### src/rtl/msg_queue_if.sv
// Message bus between the parser/consumer side (master) and msg_queue (slave).
// Carries the one-cycle ingress message pulse and the valid/ready egress stream.
interface msg_queue_if #(
  parameter int MAX_MSG_BYTES = 32
);
  logic                       in_msg_valid;
  logic [15:0]                in_msg_length;
  logic [8*MAX_MSG_BYTES-1:0] in_msg_data;
  logic                       in_msg_error;
  logic                       out_valid;
  logic                       out_ready;
  logic [15:0]                out_length;
  logic [8*MAX_MSG_BYTES-1:0] out_data;
  logic                       out_error;

  modport master (
    output in_msg_valid, in_msg_length, in_msg_data, in_msg_error, out_ready,
    input  out_valid, out_length, out_data, out_error
  );

  modport slave (
    input  in_msg_valid, in_msg_length, in_msg_data, in_msg_error, out_ready,
    output out_valid, out_length, out_data, out_error
  );
endinterface

### src/rtl/msg_queue.sv
// msg_queue: DEPTH-entry message FIFO behind the AXI-stream message parser.
// Captures one-cycle message pulses, sanitises length/error, zero-masks bytes
// beyond the length, and re-presents messages first-word-fall-through on a
// valid/ready interface. Overflowing messages are dropped and counted.
// Optional build macro MSGQ_DROP_ERR_EN: error messages are dropped (counted)
// instead of queued, and out_error is tied low.
module msg_queue #(
  parameter int MAX_MSG_BYTES = 32,
  parameter int DEPTH         = 4,
  parameter int CNT_WIDTH     = 16
) (
  input  logic                      clk,
  input  logic                      rst,
  msg_queue_if.slave                bus,
  output logic                      full,
  output logic                      empty,
  output logic [$clog2(DEPTH):0]    level,
  output logic [CNT_WIDTH-1:0]      drop_count,
  input  logic                      clear_stats
);
  localparam int AW = $clog2(DEPTH);
  localparam int DW = 8 * MAX_MSG_BYTES;
  localparam logic [AW:0]          PTR_ONE = 1;
  localparam logic [CNT_WIDTH-1:0] CNT_ONE = 1;

  logic [AW:0]          wr_ptr_q, wr_ptr_d;
  logic [AW:0]          rd_ptr_q, rd_ptr_d;
  logic [CNT_WIDTH-1:0] drop_cnt_q, drop_cnt_d;

  logic [15:0]   len_mem_q  [DEPTH];
  logic [DW-1:0] data_mem_q [DEPTH];
`ifndef MSGQ_DROP_ERR_EN
  logic          err_mem_q  [DEPTH];
`endif

  logic          empty_w, full_w, pop, push, drop;
  logic          bad_len, err_wr;
  logic [DW-1:0] data_wr;

  assign empty_w = (wr_ptr_q == rd_ptr_q);
  assign full_w  = (wr_ptr_q[AW-1:0] == rd_ptr_q[AW-1:0]) && (wr_ptr_q[AW] != rd_ptr_q[AW]);
  assign pop     = !empty_w && bus.out_ready;

  assign bad_len = (bus.in_msg_length == 16'd0) ||
                   ({16'd0, bus.in_msg_length} > 32'(MAX_MSG_BYTES));
  assign err_wr  = bad_len || bus.in_msg_error;

`ifdef MSGQ_DROP_ERR_EN
  assign push = bus.in_msg_valid && !err_wr && (!full_w || pop);
  assign drop = bus.in_msg_valid && (err_wr || (full_w && !pop));
`else
  assign push = bus.in_msg_valid && (!full_w || pop);
  assign drop = bus.in_msg_valid && full_w && !pop;
`endif

  assign full       = full_w;
  assign empty      = empty_w;
  assign level      = wr_ptr_q - rd_ptr_q;
  assign drop_count = drop_cnt_q;

  // Zero every byte at or beyond the message length before storing.
  always_comb begin
    data_wr = '0;
    for (int unsigned i = 0; i < MAX_MSG_BYTES; i++) begin
      if (i < 32'(bus.in_msg_length)) data_wr[8*i +: 8] = bus.in_msg_data[8*i +: 8];
    end
  end

  // Next pointers and saturating drop counter; a clear coinciding with a drop leaves 1.
  always_comb begin
    wr_ptr_d   = push ? wr_ptr_q + PTR_ONE : wr_ptr_q;
    rd_ptr_d   = pop  ? rd_ptr_q + PTR_ONE : rd_ptr_q;
    drop_cnt_d = drop_cnt_q;
    if (clear_stats)                      drop_cnt_d = drop ? CNT_ONE : '0;
    else if (drop && (drop_cnt_q != '1))  drop_cnt_d = drop_cnt_q + CNT_ONE;
  end

  // Pointer and statistics state, cleared asynchronously.
  always_ff @(posedge clk or negedge rst) begin
    if (!rst) begin
      wr_ptr_q   <= '0;
      rd_ptr_q   <= '0;
      drop_cnt_q <= '0;
    end else begin
      wr_ptr_q   <= wr_ptr_d;
      rd_ptr_q   <= rd_ptr_d;
      drop_cnt_q <= drop_cnt_d;
    end
  end

  // Message storage; contents are don't-care after reset.
  always_ff @(posedge clk) begin
    if (push) begin
      len_mem_q[wr_ptr_q[AW-1:0]]  <= bus.in_msg_length;
      data_mem_q[wr_ptr_q[AW-1:0]] <= data_wr;
`ifndef MSGQ_DROP_ERR_EN
      err_mem_q[wr_ptr_q[AW-1:0]]  <= err_wr;
`endif
    end
  end

  // Head entry falls through to the outputs; everything reads zero when empty.
  always_comb begin
    bus.out_valid  = !empty_w;
    bus.out_length = '0;
    bus.out_data   = '0;
    bus.out_error  = 1'b0;
    if (!empty_w) begin
      bus.out_length = len_mem_q[rd_ptr_q[AW-1:0]];
      bus.out_data   = data_mem_q[rd_ptr_q[AW-1:0]];
`ifndef MSGQ_DROP_ERR_EN
      bus.out_error  = err_mem_q[rd_ptr_q[AW-1:0]];
`endif
    end
  end
endmodule

### src/flat_wrapper.sv
// flat-port wrapper written by rule: the top's interface ports become plain ports
module msg_queue_flat 
#(
  parameter int MAX_MSG_BYTES = 32,
  parameter int DEPTH         = 4,
  parameter int CNT_WIDTH     = 16
)
  (clk, rst, full, empty, level, drop_count, clear_stats, bus_in_msg_valid, bus_in_msg_length, bus_in_msg_data, bus_in_msg_error, bus_out_ready, bus_out_valid, bus_out_length, bus_out_data, bus_out_error);
  msg_queue_if #(.MAX_MSG_BYTES(MAX_MSG_BYTES)) bus_i ();
  input  logic clk;
  input  logic rst;
  output logic full;
  output logic empty;
  output logic [$clog2(DEPTH):0] level;
  output logic [CNT_WIDTH-1:0] drop_count;
  input  logic clear_stats;
  input wire logic [$bits(bus_i.in_msg_valid)-1:0] bus_in_msg_valid;
  input wire logic [$bits(bus_i.in_msg_length)-1:0] bus_in_msg_length;
  input wire logic [$bits(bus_i.in_msg_data)-1:0] bus_in_msg_data;
  input wire logic [$bits(bus_i.in_msg_error)-1:0] bus_in_msg_error;
  input wire logic [$bits(bus_i.out_ready)-1:0] bus_out_ready;
  output wire logic [$bits(bus_i.out_valid)-1:0] bus_out_valid;
  output wire logic [$bits(bus_i.out_length)-1:0] bus_out_length;
  output wire logic [$bits(bus_i.out_data)-1:0] bus_out_data;
  output wire logic [$bits(bus_i.out_error)-1:0] bus_out_error;
  assign bus_i.in_msg_valid = bus_in_msg_valid;
  assign bus_i.in_msg_length = bus_in_msg_length;
  assign bus_i.in_msg_data = bus_in_msg_data;
  assign bus_i.in_msg_error = bus_in_msg_error;
  assign bus_i.out_ready = bus_out_ready;
  assign bus_out_valid = bus_i.out_valid;
  assign bus_out_length = bus_i.out_length;
  assign bus_out_data = bus_i.out_data;
  assign bus_out_error = bus_i.out_error;
  msg_queue #(.MAX_MSG_BYTES(MAX_MSG_BYTES), .DEPTH(DEPTH), .CNT_WIDTH(CNT_WIDTH)) u_core (.clk(clk), .rst(rst), .bus(bus_i), .full(full), .empty(empty), .level(level), .drop_count(drop_count), .clear_stats(clear_stats));
endmodule
### config.mk
export PLATFORM = sky130hd
export DESIGN_NAME = msg_queue_flat
export DESIGN_NICKNAME = d
export VERILOG_FILES = /design/src/rtl/msg_queue_if.sv /design/src/rtl/msg_queue.sv /design/src/flat_wrapper.sv
export SDC_FILE = /design/constraint.sdc
export NUM_CORES = 1
export LEC_CHECK = 0
export ABC_AREA = 1
export BUFFER_PORTS_ARGS = -buffer_cell sky130_fd_sc_hd__buf_2
export CAP_MARGIN = 20
export CORE_ASPECT_RATIO = 0.8
export CORE_MARGIN = 4
export CORE_UTILIZATION = 55
export DETAILED_ROUTE_END_ITERATION = 8
export PLACE_DENSITY = 0.81
export SYNTH_ARGS = -nofsm -noshare
export SYNTH_HDL_FRONTEND = slang
export SYNTH_SLANG_ARGS = --single-unit
### constraint.sdc
create_clock -name clk -period 32.6 [get_ports clk]
set_input_delay 6.52 -clock clk [delete_from_list [all_inputs] [get_ports clk]]
set_output_delay 6.52 -clock clk [all_outputs]
set_load 0.02 [all_outputs]
==> flow_metrics.tcl <==
set metrics [dict create \
    status "completed" \
    ir_drop_mv 0.1297 \
    start_util_pct 55.56 \
    synthCells 3955 \
    hold_buffers 0 \
    worstSetupEndpointType "primary output" \
    placed_cells 5435 \
    synthesis.area_um2 45810 \
    critPathBufInv 4 \
    drtIter0Drc 4017 \
    cp_max_fo 182 \
    fin_util_pct 64.01 \
    drive_above_1_share_pct 16.95 \
    ios 573 \
    synth-seq-area-share_pct 72.78 \
    rsz0062_at_grt "no" \
    grt_max_degree 222 \
    min_path_type "reg -> reg" \
    dp_hpwl_um 70400 \
    grt_overflow 0 \
    drc_errors 0 \
    period_needed_ns 12.08 \
    cpMostUsedCell "buf_12" \
    synth_top_cell_by_area "edfxtp_1" \
    rows 94 \
    post_drt_wl_per_cell_um 21.23 \
    fill_cells 5911 \
    antenna_found_initial 23 \
    maxSlewHeadroom_pct 20.35 \
    tightest_slew_ns 1.195 \
    cts_tree "built" \
    criticalPathCategory "reg -> out" \
    io_buffers 572 \
    cts_root_buffer "clkbuf_16" \
    area_growth_pct 15.20 \
    cp_top_family "buffers and inverters" \
    powerDensity_nw_per_um2 102.9 \
    synthDistinctLibCells 34 \
    vias 31939 \
    cts_resized 0 \
    grt_pass1_wl_um 179100 \
    gp_congestion 0.8685 \
    maxSlewViolCount 0 \
    crit_slowest_cell "dfrtp_4" \
    multi_input_area_um2 10710 \
    path_cells "buf_12, ha_1, nand2_1, nor2_4, buf_12, buf_4, a21oi_1, buf_2" \
    routed_via_density 5.662 \
    cts_sinks 1114 \
    drv_cap 0 \
    min_period_over_period_pct 37.04 \
    netlist_top_cells_area "edfxtp_1, nor2_1, o21ai_0, a21oi_1, inv_1" \
    wl_um 119800 \
    dieHeight_um 266.1 \
    cts-buffers-inserted 102 \
    die_x_um 330.7 \
    grt_pass1_vias 30863 \
    setup_viol 0 \
    gr-usage-all-layers_pct 26.36 \
    clockBufferDepth 3 \
    ys_ff_latch 1114 \
    fp.dieArea_um2 88000 \
    fin_hold_ws_ns 0.4933 \
    worst_ep_required_time_ns 26.08 \
    max_stage_delay_ns 1.01 \
    stdcell_count 5641 \
    cts-htree-levels 3 \
    synth_top_area_share_pct 71.58 \
    ant_nets 0 \
    drt_pass1_iterations 6 \
    clk_latency_ns 0.65 \
    register_area_um2 33350 \
    ys.warnings.count 0 \
    fin_skew_ns 0.02039 \
    syn_avg_cell_area_um2 11.58 \
    post_cts_buffers 0 \
    syn_nets 4242 \
    hold_violations 0 \
    fmax_mhz 82.81 \
    critical_path_arrival_ns 5.56 \
    nNetsFinal 4724 \
    fin_tns_setup_ns 0 \
    start_kind "flip-flop" \
    coreArea_um2 82450 \
    power.leakage_uw 0.01971 \
    clkTransAtPathRegs_ns 0.06 \
]
## layer usage
layer | share of wire (%) | GRT usage (%)
met4 | 3.7 | 10.58
met1 | 39 | 36.05
met5 | 0.12 | 0
met2 | 48 | 42.24
met3 | 9.0 | 4.984
## flip-flops by register name, summed over array words and instances (netlist names)
signal	flops
u_core.err_mem_q	4
u_core.wr_ptr_q	3
u_core.rd_ptr_q	3
u_core.drop_count	16
u_core.data_mem_q	1024
u_core.len_mem_q	64
## final cells by class
cell class,instances,area share [%]
flip-flops and latches,1114,63.19
multi-input cells,2398,20.29
repair buffers,607,6.141
clock buffers,135,5.192
well taps,1104,2.617
inverters,214,1.551
clock inverters,52,0.9318
diodes,17,0.08061
## where the power goes
group	internal [uW]	total [uW]	switching [uW]
clock	662	1160	502
sequential	1890	1970	77.2
combinational	607	2290	1690
total	3160	5430	2270
## final timing paths
path	from	to	slack (ns)	cells past startpoint
setup / recovery	u_core.rd_ptr_q[0]	bus_out_data[133]	20.52	8
hold / removal	u_core.wr_ptr_q[2]	u_core.wr_ptr_q[2]	0.49	1
setup reg to reg	u_core.rd_ptr_q[0]	u_core.data_mem_q[3][118]	26.83	9
hold reg to reg	u_core.wr_ptr_q[2]	u_core.wr_ptr_q[2]	0.49	1
max in group asynchronous	rst	u_core.rd_ptr_q[0]	26.34	1
min in group asynchronous	rst	u_core.drop_count[13]	5.85	1
## synth_stat cells (all sizes together)
cell type  instances
a21oi            279
dfrtp             22
clkbuf           123
nand3             32
edfxtp          1092
o21ai            559
inv              213
xor2              10
nand2            153
o21a               1
a21boi            88
nor2            1254
nor3               3
nand3b             2
nand4              6
fa                 1
xnor2              1
ha                 8
nor3b              1
clkinv             1
buf              106
## worst reg2reg max path, delay by kind of cell (launching register included)
family | cells | cell delay (ns)
buf+inv | 4 | 2.27
simple gates | 4 | 1.51
flops | 1 | 1.01
fa+ha+maj | 1 | 0.50
## layout by cell type (no fill, tap or decap), types with 6 or more instances in the layout
cell type	instances
a21boi_0	55
a21boi_1	33
a21oi_1	275
buf_12	6
buf_2	572
buf_4	27
bufinv_16	9
clkbuf_1	30
clkbuf_16	105
clkinv_1	20
clkinv_2	18
dfrtp_1	20
diode_2	17
edfxtp_1	1092
ha_1	8
inv_1	212
nand2_1	152
nand3_1	30
nand4_1	6
nor2_1	1245
nor2_4	8
o21ai_0	544
o21ai_1	15
xor2_1	10
## cell families (layout without fill, tap and decap cells)
logic type               Yosys count  after routing  synth area share (%)
AND/OR/NAND/NOR                 1451           1451                 12.15
flip-flops                      1114           1114                 72.78
AO/OA/AOI/OAI                    927            927                 10.65
buffers and inverters            443           1008                 3.944
XOR/XNOR                          11             11                0.2103
adder cells (fa/ha/maj)            9              9                0.2622
other                              0             17                     0
## per-stage QoR
stage / worst slack (ns) / total power, uW / cell area [um^2]
CTS: 20.48 / 5434 / 52680
finish: 20.52 / 5429 / 52770
floorplan: 13.51 / 3577 / 45810
global route: 20.13 / 5704 / 52750
detailed placement: 21.21 / 4269 / 49440
global placement: 21.28 / 4227 / 49440
(Power assumes the default switching activity.)
